$ cat config.mk
export PLATFORM = sky130hd
export DESIGN_NAME = crc16_frame_ctrl
export DESIGN_NICKNAME = d
export VERILOG_FILES = /design/src/rtl/crc16_frame_ctrl.sv
export SDC_FILE = /design/constraint.sdc
export NUM_CORES = 1
export LEC_CHECK = 0
export CORE_ASPECT_RATIO = 0.6
export CORE_UTILIZATION = 48
export DETAILED_ROUTE_END_ITERATION = 8
export GPL_TIMING_DRIVEN = 0
export PLACE_DENSITY = 0.79
export SLEW_MARGIN = 10
export SYNTH_ARGS = -nofsm -noshare
export SYNTH_HDL_FRONTEND = slang
export SYNTH_SLANG_ARGS = --single-unit
$ cat constraint.sdc
create_clock -name clk -period 2.9 [get_ports clk]
set_clock_uncertainty 0.2 [all_clocks]
set_input_delay 0.435 -clock clk [delete_from_list [all_inputs] [get_ports clk]]
set_output_delay 0.435 -clock clk [all_outputs]
set_load 0.01 [all_outputs]
$ cat src/rtl/crc16_frame_ctrl.sv
// Frame sequencer for the Gen2 CRC16 check engine: clears it, streams cmd_len bits, checks the residue.
// Optional macro CRC16_FRAME_STATS_EN adds a saturating err_count output.
module crc16_frame_ctrl #(
  parameter int          LEN_W   = 10,
  parameter logic [15:0] RESIDUE = 16'h1D0F,
  parameter int          MIN_LEN = 17
) (
  input  logic             clk,
  input  logic             reset,
  input  logic             cmd_start,
  input  logic [LEN_W-1:0] cmd_len,
  input  logic             abort,
  input  logic             bit_valid,
  input  logic             bit_in,
  input  logic [15:0]      crc_in,
  output logic             crc_clr,
  output logic             crc_shift,
  output logic             crc_bit,
  output logic             busy,
  output logic             done,
  output logic             crc_ok,
  output logic             len_err,
`ifdef CRC16_FRAME_STATS_EN
  output logic [7:0]       err_count,
`endif
  output logic [2:0]       dbg_state
);

  localparam logic [2:0] S_IDLE  = 3'd0;
  localparam logic [2:0] S_CLEAR = 3'd1;
  localparam logic [2:0] S_RUN   = 3'd2;
  localparam logic [2:0] S_WAIT  = 3'd3;
  localparam logic [2:0] S_CHECK = 3'd4;
  localparam logic [2:0] S_FAIL  = 3'd5;

  localparam logic [LEN_W-1:0] MIN_LEN_V = LEN_W'(MIN_LEN);

  logic [2:0]       r_state;
  logic [2:0]       w_next_state;
  logic [LEN_W-1:0] r_len;
  logic [LEN_W-1:0] r_count;
  logic [LEN_W-1:0] w_count_inc;
  logic             r_crc_clr;
  logic             r_crc_shift;
  logic             r_crc_bit;
  logic             r_done;
  logic             r_crc_ok;
  logic             r_len_err;
  logic             w_start;
  logic             w_short;
  logic             w_bit_acc;

  // bit_valid is a one-sided strobe with no backpressure: a bit is taken only in
  // CLEAR/RUN and only when neither abort nor a restart claims the same cycle.
  always_comb begin
    w_start      = cmd_start && !abort;
    w_short      = cmd_len < MIN_LEN_V;
    w_bit_acc    = bit_valid && !abort && !cmd_start &&
                   ((r_state == S_CLEAR) || (r_state == S_RUN));
    w_count_inc  = r_count + LEN_W'(1);
    w_next_state = r_state;
    if (abort) begin
      w_next_state = S_IDLE;
    end else if (cmd_start) begin
      w_next_state = w_short ? S_FAIL : S_CLEAR;
    end else begin
      case (r_state)
        S_CLEAR: w_next_state = (w_bit_acc && (w_count_inc == r_len)) ? S_WAIT : S_RUN;
        S_RUN:   if (w_bit_acc && (w_count_inc == r_len)) w_next_state = S_WAIT;
        S_WAIT:  w_next_state = S_CHECK;
        S_CHECK: w_next_state = S_IDLE;
        S_FAIL:  w_next_state = S_IDLE;
        default: w_next_state = S_IDLE;
      endcase
    end
  end

  always_ff @(posedge clk or posedge reset) begin
    if (reset) begin
      r_state     <= S_IDLE;
      r_len       <= '0;
      r_count     <= '0;
      r_crc_clr   <= 1'b1;
      r_crc_shift <= 1'b0;
      r_crc_bit   <= 1'b0;
      r_done      <= 1'b0;
      r_crc_ok    <= 1'b0;
      r_len_err   <= 1'b0;
    end else begin
      r_state     <= w_next_state;
      r_crc_clr   <= (w_next_state == S_IDLE) || (w_next_state == S_CLEAR);
      r_crc_shift <= w_bit_acc;
      r_crc_bit   <= w_bit_acc & bit_in;
      r_done      <= 1'b0;
      if (w_start) begin
        r_len     <= cmd_len;
        r_count   <= '0;
        r_crc_ok  <= 1'b0;
        r_len_err <= 1'b0;
      end else begin
        if (w_bit_acc) r_count <= w_count_inc;
        // CHECK runs two cycles after the last bit, once the final shift has landed.
        if (!abort && (r_state == S_CHECK)) begin
          r_crc_ok <= (crc_in == RESIDUE);
          r_done   <= 1'b1;
        end
        if (!abort && (r_state == S_FAIL)) begin
          r_len_err <= 1'b1;
          r_crc_ok  <= 1'b0;
          r_done    <= 1'b1;
        end
      end
    end
  end

`ifdef CRC16_FRAME_STATS_EN
  logic [7:0] r_err_count;

  always_ff @(posedge clk or posedge reset) begin
    if (reset) begin
      r_err_count <= 8'h00;
    end else if (r_done && !r_crc_ok && (r_err_count != 8'hFF)) begin
      r_err_count <= r_err_count + 8'h01;
    end
  end

  assign err_count = r_err_count;
`endif

  assign crc_clr   = r_crc_clr;
  assign crc_shift = r_crc_shift;
  assign crc_bit   = r_crc_bit;
  assign busy      = (r_state != S_IDLE);
  assign done      = r_done;
  assign crc_ok    = r_crc_ok;
  assign len_err   = r_len_err;
  assign dbg_state = r_state;

endmodule

==> impl_metrics.py <==
metrics = {
    "place": {
        "dp_hpwl_um": 3100,
        "port_buffers": 41,
        "place.gp.congestion": 0.832,
    },
    "power": {
        "ir_drop_v": 0.000346,
        "power.leakage_uw": 0.000957,
        "cellPowerDensity_nw_per_um2": 465,
        "power_uw": 1040,
    },
    "setup_path": {
        "cp_cell_sequence": "clkdlybuf4s50_1, nor4b_2, nand2_1, inv_2, nor2_1, o21ai_0, o41ai_1",
        "max_stage_delay_ns": 0.66,
        "critPathLaunchType": "input pin",
        "crit_required_ns": 2.86,
        "endpoint_kind": "flip-flop",
        "critical_path_arrival_ns": 2.35,
        "critPathKind": "in2reg",
        "crit_slowest_cell": "clkdlybuf4s50_1",
        "cp_max_fo": 9,
        "r2r_start": "r_count[0]",
        "worstSetupStartpoint": "cmd_start",
    },
    "timing": {
        "fin_hold_ws_ns": 0.299,
        "fin_crit_sh_pct": 82.1,
        "clock.fmax_mhz": 420,
        "finalSetupViolCount": 0,
        "min_period_ns": 2.38,
        "slew_headroom_pct": 32.2,
        "rsz0062_at_grt": "false",
        "finalSetupTns_ns": 0,
        "slew_violations": 0,
        "hold_viol_final": 0,
        "tightestPinTransition_ns": 1.01,
    },
    "clock_tree": {
        "cts_tree": "done",
        "cts_buffer_depth": 2,
        "postCtsResizedCells": 0,
        "clkSinkCount": 29,
        "cts.clk_slew.worst_paths_ns": 0.06,
        "postCtsHoldBufs": 0,
        "numCtsBuffers": 5,
        "cts-root-buf": "clkbuf_8",
        "clk_latency_ns": 0.28,
        "htreeDepth": 2,
        "cts_setup_buffers": 0,
    },
    "synthesis": {
        "ys_seq_elements": 29,
        "synth_cells": 191,
        "syn_avg_cell_area_um2": 8.62,
        "synth_top_area_share_pct": 42.6,
        "ys_types": 49,
        "synth_ff_type": "dfrtp_1",
        "yosysTopAreaCell": "dfrtp_1",
        "synth.top_cells.by_count": "nand2_1, dfrtp_1, nor2_1",
        "synth_warnings": 0,
        "ys_seq_area_share_pct": 44.1,
        "synthesis.nets": 224,
        "synth.area.top_cells": "dfrtp_1, nand2_1, o21ai_0",
        "synth_edf_count": 0,
        "async_flop_share_pct": 100,
        "syn_area_um2": 1650,
        "synth_most_common_cell": "nand2_1",
    },
    "global_routing": {
        "grt_pass1_wl_um": 6840,
        "grt_max_degree": 30,
        "overflow": 0,
        "first_global_vias": 1340,
        "antenna_found_initial": 0,
        "grtUsageTotal_pct": 25.6,
    },
    "die": {
        "initial_utilization_pct": 50.5,
        "ios": 42,
        "die-area_um2": 3680,
        "die_w_um": 77.6,
        "die_h_um": 47.4,
        "coreArea_um2": 3260,
        "rows": 16,
    },
    "flow_run": {
        "max_cap_viol_count": 0,
    },
    "hold_path": {
        "hp-start": "r_len[0]",
        "hold_path.class": "reg2reg",
    },
    "final_layout": {
        "drive_gt1_share_pct": 8.33,
        "fin_nets": 272,
        "final_util_pct": 68.4,
        "area_delta_synth_final_pct": 35.6,
        "fillCellCount": 253,
        "diodes": 0,
    },
    "route": {
        "met2_length_um": 1600,
        "wl_met1_um": 2230,
        "route.met3.wl_um": 238,
        "dr.pass1.iters": 4,
        "drt-initial-drc-count": 122,
        "drcViolationCount": 0,
        "ant_nets": 0,
        "num_vias": 1532,
        "vias_per_cell": 5.38,
        "top_layer": "met4",
        "wl_per_cell_um": 14.3,
        "wl_um": 4070,
    },
    "run_status": {
        "status": "finished, final reports clean",
    },
}
path summary, 6_finish.rpt:
path	end	slack (ns)	depth (start not counted)
max	r_count[5]	0.52	7
min	r_len[0]	0.30	2
max reg2reg	dbg_state[0]	0.56	6
min reg2reg	r_len[0]	0.30	2
max in group asynchronous	len_err	1.65	2
min in group asynchronous	crc_bit	0.38	2
layer usage:
metal	global-route usage (%)	up-vias
li1	-	770
met4	5.66	0
met5	0	-
met2	34.0	47
met1	40.3	713
met3	6.41	2
through the flow:
step | setup WS [ns] | instances | area [um2]
final | 0.518 | 285 | 2230
after CTS | 0.538 | 285 | 2230
after global routing | 0.341 | 285 | 2230
after floorplan | 0.865 | 191 | 1650
after global placement | 0.282 | 277 | 2110
after detailed placement | 0.257 | 277 | 2110
logic make-up (layout without fill, tap and decap cells):
| group | count (synthesis) | after routing | synth area share (%) |
|---|---|---|---|
| and+or+nand+nor | 100 | 100 | 31.0 |
| AOI/OAI and AO/OA | 40 | 40 | 15.4 |
| xor gates and xnor gates | 11 | 11 | 5.85 |
| DFF | 29 | 29 | 44.1 |
| adders and majority gates | 1 | 1 | 0.760 |
| buffers and inverters | 9 | 58 | 2.20 |
| muxes | 1 | 1 | 0.608 |
cell type report:
| class | instances | area (um2) | share of cell area [%] |
|---|---|---|---|
| buffer | 6 | 25.0 | 1.12 |
| clock buffer | 6 | 82.6 | 3.70 |
| clock inverter | 2 | 37.5 | 1.68 |
| inverter | 3 | 11.3 | 0.504 |
| multi-input combinational | 153 | 883 | 39.6 |
| sequential | 29 | 727 | 32.5 |
| tap | 45 | 56.3 | 2.52 |
| timing repair buffer | 41 | 410 | 18.4 |
placed cells by master, fill, tap and decap left out, types with 3 or more instances in the layout:
cell type,n
clkdlybuf4s50_1,41
xnor2_1,6
xor2_1,5
dfrtp_1,28
a21oi_1,4
clkbuf_8,6
nand3_1,3
nand2_1,48
clkbuf_1,3
a31oi_1,4
nand2b_1,3
and3_1,3
o21ai_0,17
nor2_1,19
or3_1,3
state kept, by name, summed over array words and instances (netlist names):
signal and count:
r_count 10, crc_ok 1, crc_clr 1, len_err 1, crc_bit 1, done 1
r_len 10, dbg_state 3, crc_shift 1
worst max-delay path, delay by kind of cell:
kind,cells,cell delay (ns)
and+or+nand+nor,3,0.83
buffers and inverters,2,0.79
AOI/OAI and AO/OA,2,0.29
where the power goes:
group          total (uW)  switching (uW)  internal (uW)
logic                 149            64.9           83.7
registers             455            28.7            427
clock network         435             156            279
No activity file was read; power rests on OpenSTA's default activity.
